File: src/rtl/conv1d_multi_kernel.sv
// Streaming 1-D convolution layer: NUM_KERNELS runtime-loaded kernels
// plus bias, applied with one shared MAC, with optional ReLU.
// Ports:
//   clk_i, reset_i            clock, synchronous active-high reset
//   start_i                   begin a frame (taken in IDLE only)
//   data_i, valid_i, ready_o  input sample stream (FIFO pop side)
//   wvalid_i, wdata_i         weight/bias load port (taken in IDLE only)
//   data_o, valid_o, ready_i  result stream to the next layer
//   last_o                    marks the final result of a frame
module conv1d_multi_kernel #(
  parameter int WORD_SIZE          = 16,
  parameter int INT_BITS           = 4,
  parameter int INPUT_LAYER_HEIGHT = 128,
  parameter int KERNEL_HEIGHT      = 16,
  parameter int NUM_KERNELS        = 4,
  parameter int STRIDE             = 1,
  parameter int RELU               = 1
) (
  input  logic                 clk_i,
  input  logic                 reset_i,
  input  logic                 start_i,
  input  logic [WORD_SIZE-1:0] data_i,
  input  logic                 valid_i,
  output logic                 ready_o,
  input  logic                 wvalid_i,
  input  logic [WORD_SIZE-1:0] wdata_i,
  output logic [WORD_SIZE-1:0] data_o,
  output logic                 valid_o,
  input  logic                 ready_i,
  output logic                 last_o
);

  localparam int FRAC = WORD_SIZE - INT_BITS;
  localparam int NW   = NUM_KERNELS * (KERNEL_HEIGHT + 1);
  localparam int NPOS =
    (INPUT_LAYER_HEIGHT - KERNEL_HEIGHT) / STRIDE + 1;
  localparam int AW   =
    2 * WORD_SIZE + $clog2(KERNEL_HEIGHT + 1);
  localparam int TW   = $clog2(KERNEL_HEIGHT + 1);
  localparam int IW   = $clog2(KERNEL_HEIGHT);
  localparam int WPW  = (NW > 1) ? $clog2(NW) : 1;
  localparam int KW   =
    (NUM_KERNELS > 1) ? $clog2(NUM_KERNELS) : 1;
  localparam int PW   = (NPOS > 1) ? $clog2(NPOS) : 1;

  localparam logic signed [AW-1:0] SMAX =
    AW'((64'sd1 <<< (WORD_SIZE - 1)) - 64'sd1);
  localparam logic signed [AW-1:0] SMIN = ~SMAX;

  typedef enum logic [2:0] {
    S_IDLE,
    S_FILL,
    S_MAC,
    S_OUT,
    S_SHIFT
  } state_t;

  state_t state_q, state_d;

  logic signed [WORD_SIZE-1:0] wmem [NW];
  logic signed [WORD_SIZE-1:0] win_q [KERNEL_HEIGHT];

  logic [TW-1:0]  pcnt_q;
  logic [TW-1:0]  tap_q;
  logic [KW-1:0]  k_q;
  logic [PW-1:0]  pos_q;
  logic [WPW-1:0] wptr_q;

  logic signed [AW-1:0] acc_q, acc_d;
  logic signed [AW-1:0] bias_sh, prod_x, res;
  logic signed [2*WORD_SIZE-1:0] prod;
  logic [WORD_SIZE-1:0] sat;

  logic [IW-1:0]  tsel;
  logic [WPW-1:0] widx, bidx;

  logic pop, pend, mac_end;
  logic last_k, last_p, wlast, wr_en;

  assign last_k  = (k_q == KW'(NUM_KERNELS - 1));
  assign last_p  = (pos_q == PW'(NPOS - 1));
  assign mac_end = (tap_q == TW'(KERNEL_HEIGHT));
  assign wlast   = (wptr_q == WPW'(NW - 1));

  // FILL ends after a full window, SHIFT after STRIDE pops
  assign pend = (state_q == S_FILL)
              ? (pcnt_q == TW'(KERNEL_HEIGHT - 1))
              : (pcnt_q == TW'(STRIDE - 1));

  // start wins over a simultaneous weight word
  assign wr_en = (state_q == S_IDLE) && wvalid_i
              && !start_i && !reset_i;

  always_ff @(posedge clk_i) begin
    if (reset_i) state_q <= S_IDLE;
    else         state_q <= state_d;
  end

  always_comb begin
    state_d = state_q;
    ready_o = 1'b0;
    valid_o = 1'b0;
    last_o  = 1'b0;
    unique case (state_q)
      S_IDLE: begin
        if (start_i) state_d = S_FILL;
      end
      S_FILL: begin
        ready_o = 1'b1;
        if (valid_i && pend) state_d = S_MAC;
      end
      S_MAC: begin
        if (mac_end) state_d = S_OUT;
      end
      S_OUT: begin
        valid_o = 1'b1;
        last_o  = last_k && last_p;
        if (ready_i) begin
          if (!last_k)     state_d = S_MAC;
          else if (last_p) state_d = S_IDLE;
          else             state_d = S_SHIFT;
        end
      end
      S_SHIFT: begin
        ready_o = 1'b1;
        if (valid_i && pend) state_d = S_MAC;
      end
      default: state_d = S_IDLE;
    endcase
  end

  assign pop = ready_o & valid_i;

  // weights and bias keep their contents across reset
  always_ff @(posedge clk_i) begin
    if (wr_en) wmem[wptr_q] <= wdata_i;
  end

  // newest sample enters the top of the window
  always_ff @(posedge clk_i) begin
    if (pop) begin
      for (int j = 0; j < KERNEL_HEIGHT - 1; j++)
        win_q[j] <= win_q[j+1];
      win_q[KERNEL_HEIGHT-1] <= data_i;
    end
  end

  // tap index is out of range on the final MAC cycle
  assign tsel = mac_end ? '0 : IW'(tap_q);
  assign widx = WPW'(int'(k_q) * (KERNEL_HEIGHT + 1)
              + int'(tap_q));
  assign bidx = WPW'(int'(k_q) * (KERNEL_HEIGHT + 1)
              + KERNEL_HEIGHT);

  assign prod    = win_q[tsel] * wmem[widx];
  assign prod_x  = AW'(prod);
  assign bias_sh = AW'(wmem[bidx]) <<< FRAC;

  // first tap seeds the accumulator with the aligned bias
  assign acc_d = (tap_q == '0) ? bias_sh + prod_x
                               : acc_q + prod_x;

  always_comb begin
    res = acc_q >>> FRAC;
    sat = res[WORD_SIZE-1:0];
    unique case (1'b1)
      (res > SMAX): sat = SMAX[WORD_SIZE-1:0];
      (res < SMIN): sat = SMIN[WORD_SIZE-1:0];
      default: ;
    endcase
    if (RELU != 0 && sat[WORD_SIZE-1]) sat = '0;
  end

  always_ff @(posedge clk_i) begin
    if (reset_i) begin
      pcnt_q <= '0;
      tap_q  <= '0;
      k_q    <= '0;
      pos_q  <= '0;
      wptr_q <= '0;
      acc_q  <= '0;
      data_o <= '0;
    end else begin
      unique case (state_q)
        S_IDLE: begin
          if (start_i) begin
            pcnt_q <= '0;
            tap_q  <= '0;
            k_q    <= '0;
            pos_q  <= '0;
          end else if (wvalid_i) begin
            wptr_q <= wlast ? '0 : wptr_q + 1'b1;
          end
        end
        S_FILL, S_SHIFT: begin
          if (pop) pcnt_q <= pend ? '0 : pcnt_q + 1'b1;
        end
        S_MAC: begin
          if (mac_end) begin
            tap_q  <= '0;
            data_o <= sat;
          end else begin
            tap_q <= tap_q + 1'b1;
            acc_q <= acc_d;
          end
        end
        S_OUT: begin
          if (ready_i) begin
            if (last_k) begin
              k_q <= '0;
              if (!last_p) pos_q <= pos_q + 1'b1;
            end else begin
              k_q <= k_q + 1'b1;
            end
          end
        end
        default: ;
      endcase
    end
  end

endmodule

File: config.mk
export PLATFORM = sky130hd
export DESIGN_NAME = conv1d_multi_kernel
export DESIGN_NICKNAME = d
export VERILOG_FILES = /design/src/rtl/conv1d_multi_kernel.sv
export SDC_FILE = /design/constraint.sdc
export NUM_CORES = 2
export LEC_CHECK = 0
export CORE_MARGIN = 8
export CORE_UTILIZATION = 47
export DETAILED_ROUTE_END_ITERATION = 12
export SYNTH_ARGS = -nofsm -noshare
export SYNTH_HDL_FRONTEND = slang
export SYNTH_SLANG_ARGS = --single-unit
File: constraint.sdc
create_clock -name clk_i -period 12 [get_ports clk_i]
set_input_delay 2.4 -clock clk_i [delete_from_list [all_inputs] [get_ports clk_i]]
set_output_delay 2.4 -clock clk_i [all_outputs]
set_load 0.02 [all_outputs]
# Yosys cells after proc, flatten, opt, wreduce, memory -nomap -nowiden
# Memories as Yosys holds them, arrays and structs flattened.
# Cells that the tools add are included.
# Widths: inputs -> output; s select.
# totals
regBits,82
mem_bits_rw,1344
in_bits,38
output_inout_bits,19
word_cells,99
n_memories,2
# op_classes
addsub,9
mul,2
n_lt_le_gt_ge,2
n_eq_ne,16
muxes,35
bitwise_logic,3
n_reduce_logical,22
# mem_list
name,words,width,rd,rd_clocked_by_memory_dff,wr,line,source
wmem,68,16,2,0,1,60,logic signed [WORD_SIZE-1:0] wmem [NW];
win_q,16,16,16,0,16,61,logic signed [WORD_SIZE-1:0] win_q [KERNEL_HEIGHT];
# op_table
op,n
$add 37x32->37,1
$mux 37,1
$mux 7,5
$add 28x32->33,1
$mul 16x16->32,1
$pmux 16 s2,1
$gt 25x16->1 const B,1
$lt 25x16->1 const B,1
$mux 5,4
$pmux 5 s2,2
$mux 3,6
$mux 15,1
$add 7x1->7 const B,2
$eq 7x7->1 const B,2
$pmux 7 s2,1
$pmux 3 s4,1
$add 5x1->5 const B,2
$logic_not 5->1,2
$ne 2x2->1 const B,5
$reduce_and 3->1,3
$mux 1,8
$add 7x5->7 const B,1
$add 7x6->7,1
$mul 2x5->7 const B,1
21 further kinds,35

# Longest topological paths before layout
# depth
ltp_word,6
depth_mapped,49
ltp_nobuf,43

# Worst setup path before layout
# No wires, ideal clock.
# synth_path
path_type,register to register
from,reg k_q[1]
to,reg acc_q[36]
setup_ns,0.059
arrival_time_ns,11.852
t_required_ns,11.941
setup_slack_ns,0.089
stages_incl_launch_ff,44
path_buffers,7
synth_period_minus_slack_ns,11.911
cell_sequence,dfxtp_1 > clkbuf_1 > buf_1 > clkbuf_1 > inv_1 > fa_1 > buf_2 > buf_1 > clkbuf_1 > mux4_2 > mux4_2 > mux4_2 > mux2i_4 > buf_2 > nor2_1 > fa_1 > inv_1 > fa_1 > [8 not listed] > inv_1 > o21ba_2 > o21ai_0 > a211oi_1 > o21ai_0 > a31oi_1 > o21ai_0 > or4_1 > nand3_1 > ha_1 > a21o_1 > a21o_1 > a21o_1 > a31oi_1 > a31oi_1 > or4_1 > a2111oi_0 > o31a_1
# synth_between
elab_chain_cells,6
word_cells_on_any_way,8
classes_between,add/sub: 4; mul: 2; mux: 1; memory: 1
# synth_rtl
item,line,source
start: declaration,65,logic [KW-1:0] k_q;
start signal: assignment,213,k_q <= k_q + 1'b1;
$mul 2x5->7 *,"150, 152",
$add 7x6->7,151,+ int'(tap_q));
$mem_v2 68x16 *,n/a,
$mul 16x16->32,155,assign prod = win_q[tsel] * wmem[widx];
$add 37x32->37 / $add 28x32->33 (equally long branches),"161, 160",
$mux 37 *,160,assign acc_d = (tap_q == '0) ? bias_sh + prod_x
end signal: assignment,181,acc_q <= '0;
end signal: assignment,204,acc_q <= acc_d;
end: declaration,69,"logic signed [AW-1:0] acc_q, acc_d;"
# Every way passes the cells marked *; elsewhere a longest branch is shown, timed or not.
# A chain may end at the register's enable or synchronous reset.

# Worst setup path in the final report
# layout_path
from,reg tap_q[0]
to,reg acc_q[36]
# layout_between
elab_chain_cells,6
word_cells_on_any_way,12
classes_between,add/sub: 3; mul: 1; eq/ne: 1; mux: 2; bitwise: 1; reduce/logical: 2; memory: 2
# layout_rtl
item,line,source
start: declaration,64,logic [TW-1:0] tap_q;
start signal: assignment,203,tap_q <= tap_q + 1'b1;
branches (longest 6 deep; another with $add 37x32->37),n/a,
# Several ways; the timed one is not identified.

==> impl_results.rst <==
.. list-table::
   :header-rows: 1

   * - Metric
     - Value
   * - Run status
     - finished, final reports clean
   * - CTS root buffer
     - sky130_fd_sc_hd__clkbuf_16
   * - Post-synthesis to final-layout area growth
     - 12.7%
   * - Number of flops mapped to enable cells by yosys
     - 1344
   * - Effective utilization at floorplan
     - 0.474
   * - Reported max-cap violation count
     - 0
   * - Layout cell share with drive strength beyond 1
     - 0.207
   * - R2R depth
     - 38
   * - Hold-critical path endpoint
     - win_q[11][15]$_DFFE_PP_
   * - Final net count
     - 4870
   * - Slew at the pin closest to its max-slew limit
     - 1.23 ns
   * - Number of standard cells in the layout, taps in and fillers out
     - 6456
   * - Port Buffer Count
     - 55
   * - Data arrival time of the critical path
     - 12.20 ns
   * - Vias per Instance
     - 5.88
   * - Library cells used by synthesis
     - 74
   * - Global-route usage over all layers
     - 0.222
   * - Largest fanout on the critical path
     - 23
   * - Kind of start point of the critical path
     - register
   * - GPL Wtd Cong
     - 0.907
   * - Worst path max stage delay
     - 0.92 ns
   * - TritonCTS clock tree
     - built
   * - Share of the yosys chip area belonging to registers
     - 0.607
   * - Number of search-and-repair iterations in the first detailed-routing pass
     - 6
   * - Synth Flop Type
     - sky130_fd_sc_hd__edfxtp_1
   * - Width of the die
     - 400 um
   * - Placed wire-length estimate
     - 118000 um
   * - Placeable core region
     - 146000 sq um
   * - Required time of the worst setup path
     - 12.65 ns
   * - Classification of the worst-slack hold path
     - reg -> reg
   * - Worst hold path depth
     - 0
   * - Core Rows
     - 140
   * - Number of buffers created by CTS
     - 150
   * - Cell area after synthesis
     - 69200 sq um
   * - Kind of critical path
     - reg -> reg
   * - Critical path capture point type
     - register
   * - Cells after Synth
     - 4208
   * - Reg-to-reg setup timing slack
     - 0.46 ns
   * - Largest net degree at the start of global routing
     - 183
   * - Number of antenna violations at the first check in global routing
     - 8
   * - Starting DRT DRC Count
     - 3490
   * - Net count after synthesis
     - 4661
   * - Post-Route Skew
     - 0.0372 ns
   * - Number of synthesized register bits
     - 1425
   * - Time the final worst path needs with I/O delays and setup
     - 11.54 ns
   * - Via count of the first global-routing pass
     - 38600
   * - Residual overflow from global routing
     - 0
   * - Number of vias in the routed layout
     - 38000
   * - Hold violation total from the final report
     - 0
   * - Register clock-pin slew on the reported worst setup and hold paths
     - 0.07 ns
   * - Worst-Skew Late Latency
     - 0.79 ns
   * - Max Transition Viols Final
     - 0
   * - Final routed wirelength across all metal layers
     - 176000 um
   * - DRC violations left
     - 0
   * - Highest clock frequency the design can meet
     - 0.0866 GHz
   * - Cell type of the slowest stage on the worst timing path
     - sky130_fd_sc_hd__fa_4
   * - Per-cell routed wire length
     - 27.3 um
   * - Avg Cell Area, Syn
     - 16.4 sq um
   * - Fraction of registers with async set or reset after synthesis
     - 0
   * - FF-to-FF Start
     - tap_q[0]$_SDFFE_PP0P_
   * - Die height
     - 400 um
   * - Die Outline Area
     - 160000 sq um
   * - Maximum clock path buffer count
     - 3
   * - Slew headroom
     - 0.179
   * - Worst flop-to-flop path endpoint
     - acc_q[36]$_SDFFE_PP0P_
   * - Yosys Warn Count
     - 0
   * - Number of levels the H-tree was split into
     - 4
   * - Total instance count after detailed placement
     - 6176
   * - RSZ-0062 raised after global routing
     - yes
   * - Number of antenna-violating nets in the routed design
     - 0
   * - Final setup vio count
     - 0
   * - Sink Count
     - 1425
   * - Worst min-delay path startpoint
     - win_q[12][15]$_DFFE_PP_
   * - Io pins
     - 57
   * - Wire length of the first global-routing pass
     - 263000 um
   * - Fin crit share
     - 0.962
## cells by family (layout without fill, tap and decap cells)
kind of cell | Yosys count | count (layout) | synth area share
DFF | 1425 | 1425 | 0.607
and+or+nand+nor | 771 | 771 | 0.0483
muxes | 567 | 567 | 0.161
buffers and inverters | 552 | 879 | 0.0321
adders and majority gates | 415 | 415 | 0.104
AOI/OAI and AO/OA | 391 | 391 | 0.0363
xor gates and xnor gates | 86 | 86 | 0.0110
other | 1 | 5 | 0.0000542
## cells in the final DEF (no fill, tap or decap), drive strengths merged, types with 116 or more instances in the layout
cell    synthesis  final
fa            266    266
mux4          432    432
nand2         229    229
a21oi         116    116
clkbuf         97    178
ha            149    149
buf            95    211
edfxtp       1344   1344
nor2          341    341
inv           360    366
## cells in the mapped netlist, types with 21 or more instances
cell type                     n  share of area
sky130_fd_sc_hd__mux2_2      31         0.0050
sky130_fd_sc_hd__a211oi_1    25         0.0027
sky130_fd_sc_hd__mux4_2     432           0.14
sky130_fd_sc_hd__mux2i_1    100          0.014
sky130_fd_sc_hd__nor3_1      51         0.0037
sky130_fd_sc_hd__dfxtp_1     81          0.023
sky130_fd_sc_hd__nand3_1     23         0.0017
sky130_fd_sc_hd__nand2_1    229          0.012
sky130_fd_sc_hd__ha_1       149          0.027
sky130_fd_sc_hd__xor2_1      25         0.0032
sky130_fd_sc_hd__xnor2_1     60         0.0076
sky130_fd_sc_hd__a21o_1      30         0.0033
sky130_fd_sc_hd__a21oi_1    116         0.0084
sky130_fd_sc_hd__edfxtp_1  1344           0.58
sky130_fd_sc_hd__clkbuf_1    97         0.0053
sky130_fd_sc_hd__buf_2       61         0.0044
sky130_fd_sc_hd__nand2b_1    21         0.0019
sky130_fd_sc_hd__nor2_1     341          0.019
sky130_fd_sc_hd__fa_1       266          0.077
sky130_fd_sc_hd__inv_1      357          0.019
sky130_fd_sc_hd__o21ai_0     95         0.0069
## repair_timing
item	CTS	global route
hold buffers	0	0
gates resized for setup	0	23
endpoints found under the setup margin	0	10
buffers inserted	0	6
## how the worst max path moves through the flow
stage	from	to	slack, ns
after detailed placement	tap_q[1]$_SDFFE_PP0P_	acc_q[36]$_SDFFE_PP0P_	0.14
after global routing	tap_q[0]$_SDFFE_PP0P_	acc_q[36]$_SDFFE_PP0P_	-0.04
final	tap_q[0]$_SDFFE_PP0P_	acc_q[36]$_SDFFE_PP0P_	0.46
after floorplan	k_q[1]$_SDFFE_PP0P_	acc_q[36]$_SDFFE_PP0P_	0.09
after global placement	tap_q[1]$_SDFFE_PP0P_	acc_q[33]$_SDFFE_PP0P_	0.23
after CTS	tap_q[1]$_SDFFE_PP0P_	acc_q[36]$_SDFFE_PP0P_	0.10
## per-layer routing
metal	vias to the layer above	wire [um]	global-route usage
met5	-	13	0
met4	2	5730	0.0722
met3	256	10200	0.0341
met2	1281	86100	0.365
met1	20000	74000	0.306
li1	16400	-	-
## area by class of cell
cell class                      instances  area, sq um
Sequential cell                      1425        42000
Inverter                              360         1350
Timing Repair Buffer                  249         2280
Fill cell                           11700        68000
Clock buffer                          178         3870
Tap cell                             1917         2400
Clock inverter                         92          913
Antenna cell                            4         10.0
Multi-Input combinational cell       2231        25100
## critical path: cells and delay by family (launching register included)
kind                     cells  cell delay (ns)
AO/OA/AOI/OAI               12             2.26
XOR/XNOR                     1             0.16
adder cells (fa/ha/maj)     10             4.73
buffers and inverters        8             1.24
flip-flops                   1             0.36
multiplexers                 4             1.86
AND/OR/NAND/NOR              3             0.77
## metrics by stage
stage                     setup TNS (ns)  worst slack [ns]   util  area (sq um)  hold slack [ns]
final                                  0             0.458  0.534         77900            0.429
after global routing             -0.0686           -0.0444  0.534         77900            0.432
after CTS                              0             0.105  0.533         77800            0.429
after detailed placement               0             0.135  0.500         73000            0.427
after global placement                 0             0.234  0.500         73000            0.423
after floorplan                        0            0.0889      -         69200            0.418
## flip-flops by register name (all words and copies together) (netlist names)
register  cells
acc_q        37
wptr_q        7
data_o       15
pcnt_q        5
wmem       1088
tap_q         5
pos_q         7
state_q       3
k_q           2
win_q       256
Power is left out: the tool's default activity adds up to more than one toggle a clock period on the data nets, which glitch-free logic cannot reach.
